<file path="src/rtl/hmmm_bridge_pkg.sv">
// Shared types and constants for the Hmmm pad bridge: FSM encoding, frame
// width helper and pad output-enable polarity.
package hmmm_bridge_pkg;

  typedef enum logic [1:0] {
    IDLE   = 2'd0,
    LOAD   = 2'd1,
    RUN    = 2'd2,
    HALTED = 2'd3
  } bridge_state_t;

  // Caravel pads use output-enable-bar: high means the pad is an input.
  localparam logic OEB_INPUT = 1'b1;
  localparam logic OEB_DRIVE = 1'b0;

  function automatic int FRAME_W(input int addr_w, input int data_w);
    return addr_w + data_w;
  endfunction

endpackage

</file>
<file path="src/rtl/hmmm_sync.sv">
// Multi-bit flop-chain synchroniser for asynchronous pad inputs; each bit is
// synchronised independently, so only use it for slow or quasi-static signals.
module hmmm_sync #(
  parameter int WIDTH  = 1,
  parameter int STAGES = 2
) (
  input  logic             clk,
  input  logic             rst,
  input  logic [WIDTH-1:0] d,
  output logic [WIDTH-1:0] q
);

  logic [STAGES-1:0][WIDTH-1:0] stage_q;

  // NOTE: every stage is reset so the synchronised outputs are defined from the first cycle.
  always_ff @(posedge clk or posedge rst) begin
    if (rst) stage_q <= '0;
    else     stage_q <= {stage_q[STAGES-2:0], d};
  end

  assign q = stage_q[STAGES-1];

endmodule

</file>
<file path="src/rtl/hmmm_pad_bridge.sv">
// Pad-side controller for the Hmmm core: serial program loader, run/halt
// sequencer owning the core reset, and registered GPIO data bus with oeb.
module hmmm_pad_bridge
  import hmmm_bridge_pkg::*;
#(
  parameter int DATA_W      = 16,
  parameter int ADDR_W      = 8,
  parameter int SYNC_STAGES = 2   // must be >= 2
) (
  input  logic              clk,
  input  logic              rst,
  input  logic              pad_sen,
  input  logic              pad_sclk,
  input  logic              pad_sdi,
  input  logic              pad_go,
  output logic              mem_we,
  output logic [ADDR_W-1:0] mem_addr,
  output logic [DATA_W-1:0] mem_wdata,
  output logic              core_rst,
  input  logic              core_halt,
  input  logic              core_write,
  input  logic [DATA_W-1:0] core_bus_o,
  output logic [DATA_W-1:0] core_bus_i,
  output logic [DATA_W-1:0] pad_bus_o,
  input  logic [DATA_W-1:0] pad_bus_i,
  output logic [DATA_W-1:0] pad_bus_oeb,
  output logic              pad_halt,
  output logic              frame_err,
  output logic [1:0]        state_o
);

  localparam int FW    = FRAME_W(ADDR_W, DATA_W);
  localparam int CNT_W = $clog2(FW);
  localparam logic [CNT_W-1:0] LAST_BIT = CNT_W'(FW - 1);

  bridge_state_t   state, state_nx;
  logic [3:0]      ctrl_s;
  logic            sen_s, sclk_s, sdi_s, go_s;
  logic            sclk_d, go_d, sdi_d;
  logic            sclk_rise, go_rise;
  logic [CNT_W-1:0] bit_cnt;
  logic [FW-1:0]   shift_q;
  logic [FW-1:0]   frame_full;
  logic            entering, leaving, in_load;

  hmmm_sync #(.WIDTH(4), .STAGES(SYNC_STAGES)) u_ctrl_sync (
    .clk (clk),
    .rst (rst),
    .d   ({pad_sen, pad_sclk, pad_sdi, pad_go}),
    .q   (ctrl_s)
  );

  hmmm_sync #(.WIDTH(DATA_W), .STAGES(SYNC_STAGES)) u_bus_sync (
    .clk (clk),
    .rst (rst),
    .d   (pad_bus_i),
    .q   (core_bus_i)
  );

  assign {sen_s, sclk_s, sdi_s, go_s} = ctrl_s;

  // sdi is delayed alongside sclk so the sampled bit matches the detected edge.
  // NOTE: sequential state is written with non-blocking assignments only, so every flop sees pre-edge values.
  always_ff @(posedge clk or posedge rst) begin
    if (rst) begin
      sclk_d <= 1'b0;
      go_d   <= 1'b0;
      sdi_d  <= 1'b0;
    end else begin
      sclk_d <= sclk_s;
      go_d   <= go_s;
      sdi_d  <= sdi_s;
    end
  end

  assign sclk_rise = sclk_s & ~sclk_d;
  assign go_rise   = go_s & ~go_d;

  // NOTE: state_nx is defaulted first so no path through the case infers a latch.
  always_comb begin
    state_nx = state;
    unique case (state)
      IDLE, HALTED: begin
        if (sen_s)        state_nx = LOAD;
        else if (go_rise) state_nx = RUN;
      end
      LOAD: if (!sen_s)     state_nx = IDLE;
      RUN:  if (core_halt)  state_nx = HALTED;
    endcase
  end

  // Status outputs come from next-state so they line up with the state register.
  always_ff @(posedge clk or posedge rst) begin
    if (rst) begin
      state    <= IDLE;
      core_rst <= 1'b1;
      pad_halt <= 1'b0;
    end else begin
      state    <= state_nx;
      core_rst <= (state_nx != RUN);
      pad_halt <= (state_nx == HALTED);
    end
  end

  assign entering   = (state != LOAD) && (state_nx == LOAD);
  assign leaving    = (state == LOAD) && (state_nx != LOAD);
  assign in_load    = (state == LOAD) && (state_nx == LOAD);
  assign frame_full = {shift_q[FW-2:0], sdi_d};

  always_ff @(posedge clk or posedge rst) begin
    if (rst) begin
      bit_cnt   <= '0;
      shift_q   <= '0;
      mem_we    <= 1'b0;
      mem_addr  <= '0;
      mem_wdata <= '0;
      frame_err <= 1'b0;
    end else begin
      mem_we <= 1'b0;
      if (entering) begin
        bit_cnt   <= '0;
        frame_err <= 1'b0;
      end else if (leaving) begin
        // A partial frame is dropped; only the error flag records it.
        bit_cnt <= '0;
        if (bit_cnt != '0) frame_err <= 1'b1;
      end else if (in_load && sclk_rise) begin
        shift_q <= frame_full;
        if (bit_cnt == LAST_BIT) begin
          bit_cnt   <= '0;
          mem_we    <= 1'b1;
          mem_addr  <= frame_full[FW-1:DATA_W];
          mem_wdata <= frame_full[DATA_W-1:0];
        end else begin
          bit_cnt <= bit_cnt + 1'b1;
        end
      end
    end
  end

  always_ff @(posedge clk or posedge rst) begin
    if (rst) begin
      pad_bus_o   <= '0;
      pad_bus_oeb <= {DATA_W{OEB_INPUT}};
    end else begin
      pad_bus_o   <= core_bus_o;
      pad_bus_oeb <= {DATA_W{((state == RUN) && core_write) ? OEB_DRIVE : OEB_INPUT}};
    end
  end

  assign state_o = state;

endmodule

</file>
<file path="config.mk">
export PLATFORM = sky130hd
export DESIGN_NAME = hmmm_pad_bridge
export DESIGN_NICKNAME = d
export VERILOG_FILES = /design/src/rtl/hmmm_bridge_pkg.sv /design/src/rtl/hmmm_sync.sv /design/src/rtl/hmmm_pad_bridge.sv
export SDC_FILE = /design/constraint.sdc
export NUM_CORES = 1
export LEC_CHECK = 0
export ABC_AREA = 0
export BUFFER_PORTS_ARGS = -buffer_cell sky130_fd_sc_hd__buf_2
export CELL_PAD_IN_SITES_DETAIL_PLACEMENT = 0
export CELL_PAD_IN_SITES_GLOBAL_PLACEMENT = 1
export CORE_MARGIN = 4
export CORE_UTILIZATION = 42
export CTS_CLUSTER_SIZE = 24
export DETAILED_ROUTE_END_ITERATION = 8
export PLACE_DENSITY = 0.88
export SYNTH_ARGS = -nofsm -noshare
export SYNTH_HDL_FRONTEND = slang
export SYNTH_SLANG_ARGS = --single-unit
</file>
<file path="constraint.sdc">
create_clock -name clk -period 3.7 [get_ports clk]
set_input_delay 0.185 -clock clk [delete_from_list [all_inputs] [get_ports clk]]
set_output_delay 0.185 -clock clk [all_outputs]
set_load 0.03 [all_outputs]
</file>
==> out/results.ini <==
[placement]
portBuffers = 117
gp_congestion = 0.7598
post-place-ws_ps = 602.6
dp_hpwl_mm = 4.812

[cts]
cts_hold_buf = 38
clk_pin_slew_ps = 60
cts_num_sinks = 118
htree_levels = 4
numCtsBuffers = 17
clk_path_buf_depth = 2
clock_latency_ps = 490
cts-root-buf = clkbuf_8
cts_tree = yes
cts.repair.resized = 0
cts_setup_buffers = 0

[setup_path]
cpMostUsedCell = ha_1
path_class = register to register
crit_required_ps = 4070
r2r_end = mem_addr[5]$_DFFE_PP0P_
crit_path_cell_trace = inv_1, ha_1, and2b_1, o21ai_1, nor4b_1, ha_1, nand4b_4, nor2_8, mux2_2
cp-start-kind = register
cp.arrival_ps = 3470
r2r_start = state_o[0]$_DFF_PP0_
rrSetupSlack_ps = 600
critPathMaxFanout = 24
cp_slowest_cell = nor2_8
rr_worst_depth = 9
worst_setup_path_end_kind = register
cpPeakStageDelay_ps = 470

[grt]
antenna_found_initial = 0
overflow = 0
grt_pass1_wl_mm = 12.70
grt_pass1_vias = 2683
grt_usage_pct = 13.99
grt_max_degree = 78

[yosys]
synth_simple_gate_area_share_pct = 4.615
synth_top_family_by_area = multiplexers
yosys_register_bits = 118
postSynth.asyncResetShare_pct = 100.0
yosysTopAreaCellShare_pct = 66.92
syn_inst = 261
synth_top_flop_cell = dfrtp_1
synthMuxAreaShare_pct = 14.16
synth_fa_ha_area_share_pct = 2.307
synth-edff-count = 0
syn_nets = 309
ys_types = 37
synth_area_leader_cell = dfrtp_1
yosysSeqAreaShare_pct = 68.13
syn_area_per_cell_um2 = 16.62
synth_xor_area_share_pct = 0
synth-compound-area-share_pct = 3.029
synth.top_cells.by_area = dfrtp_1 67%, mux2_2 7.0%, mux2_4 6.9%
synth_area_um2 = 4338
ys_warn_count = 0

[finish]
nets = 449
fillers = 776
area_growth_pct = 33.14
antennaDiodeCount = 0
seq_area_um2 = 2955
layout_commonest_cell = buf_2
layout_common_cells = 117 x buf_2, 116 x dfrtp_1, 38 x dlygate4sd3_1
final_layout_size_suffix_gt1_share_pct = 50.24
multiInputGateArea_um2 = 1046

[floorplanning]
coreArea_um2 = 9910
die_w_um = 109.6
io_pins = 118
dieArea_um2 = 12020
fp.dieH_um = 109.6
start_util_pct = 43.78
rows = 36

[sta]
grt_setup_unrepaired = false
slew_headroom_pct = 37.51
setup_violations = 0
tightest_slew_ps = 937.3
fin_skew_ps = 6.547
maxSlewViolCount = 0
tns_ps = 0
max_freq_ghz = 0.3224
finalCritPeriodShare_pct = 83.84
worst_slack_ps = 598.0
min_period_ps = 3102
hold_violations = 0
hold_ws_ps = 239.4

[routing]
ant_nets = 0
vias = 2453
drc = 0
detail_route.wl_per_cell_um = 13.93
vias_per_cell = 4.484
dr.first_iter.drc_count = 72
drt-pass1-iter-count = 4
totalWireLength_mm = 7.619

[power]
p_leak_nw = 2.979
ir_drop_v = 0.0003886
powerDensity_nw_per_um2 = 670.7

[worst_hold_path]
hold_depth = 4
hold_path.class = primary input to register
worst_hold_path.endpoint = state_o[0]$_DFF_PP0_
hold_path.startpoint = core_halt

[run]
drv_cap = 0

[run_status]
status = completed

==> cell families (layout without fill, tap and decap cells) <==
| group | Yosys count | count (layout) |
|---|---|---|
| muxes | 48 | 48 |
| AOI/OAI and AO/OA | 18 | 18 |
| DFF | 118 | 118 |
| buffers and inverters | 44 | 197 |
| adders and majority gates | 8 | 8 |
| and+or+nand+nor | 25 | 25 |
==> per-layer routing <==
layer	vias to the layer above	part of all wire [%]	GRT usage [%]	wire length, um
met5	-	0	0	0
met1	1225	40	16.28	3070
met3	6	9.3	7.692	712
met4	0	0.70	4.096	53
li1	1142	-	-	-
met2	80	50	22.32	3782
==> critical path: cells and delay by family (launching register included) <==
| kind | cells | cell delay, ps |
|---|---|---|
| buffers and inverters | 1 | 90 |
| DFF | 1 | 400 |
| and+or+nand+nor | 4 | 1230 |
| AOI/OAI and AO/OA | 1 | 160 |
| muxes | 1 | 400 |
| adders and majority gates | 2 | 700 |
==> cell type report <==
type,instances,share of cell area [%]
clock inverter,15,2.903
timing repair buffer,157,17.20
clock buffer,17,7.171
tap,133,2.881
inverter,8,0.5633
multi-input combinational,99,18.11
sequential,118,51.17
==> flip-flops by register name, summed over array words and instances, names as in the netlist <==
signal / cells
bit_cnt: 5
core_rst: 1
frame_err: 1
go_d: 1
mem_addr: 8
mem_wdata: 16
mem_we: 1
pad_bus_o: 16
pad_bus_oeb: 1
pad_halt: 1
sclk_d: 1
sdi_d: 1
shift_q: 23
state_o: 2
u_bus_sync.q: 16
u_bus_sync.stage_q: 16
u_ctrl_sync.q: 4
u_ctrl_sync.stage_q: 4
==> through the flow <==
stage	power, mW	cell area, um^2	instances	util, %
floorplan	2.174	4338	261	-
global placement	2.262	4813	477	48.57
detailed placement	2.289	4813	477	48.57
CTS	3.914	5776	547	58.28
global route	4.078	5776	547	58.28
finish	3.874	5776	547	58.28
==> worst max-delay path by stage <==
| stage | from | endpoint | slack, ps | cells past startpoint |
|---|---|---|---|---|
| floorplan | rst | bit_cnt[0]$_DFFE_PP0P_ | 390 | 1 |
| global placement | state_o[0]$_DFF_PP0_ | mem_wdata[15]$_DFFE_PP0P_ | 710 | 9 |
| detailed placement | state_o[0]$_DFF_PP0_ | mem_addr[5]$_DFFE_PP0P_ | 600 | 9 |
| CTS | state_o[0]$_DFF_PP0_ | mem_addr[5]$_DFFE_PP0P_ | 580 | 9 |
| global route | state_o[0]$_DFF_PP0_ | mem_addr[5]$_DFFE_PP0P_ | 290 | 9 |
| finish | state_o[0]$_DFF_PP0_ | mem_addr[5]$_DFFE_PP0P_ | 600 | 9 |
==> synth_stat cells, types with 3 or more instances <==
cell type and n:
a21oi_1 5, a22o_1 4, buf_4 31, buf_6 3, dfrtp_1 116, ha_1 8
inv_1 8, mux2_2 27, mux2_4 20, nand2_1 5, nor2_1 3
==> power by group <==
part           switching, mW  total, mW  internal, mW
registers             0.0550       1.44          1.39
logic                  0.510      0.851         0.341
clock network          0.609       1.58         0.973
No activity file was read; power rests on OpenSTA's default activity.
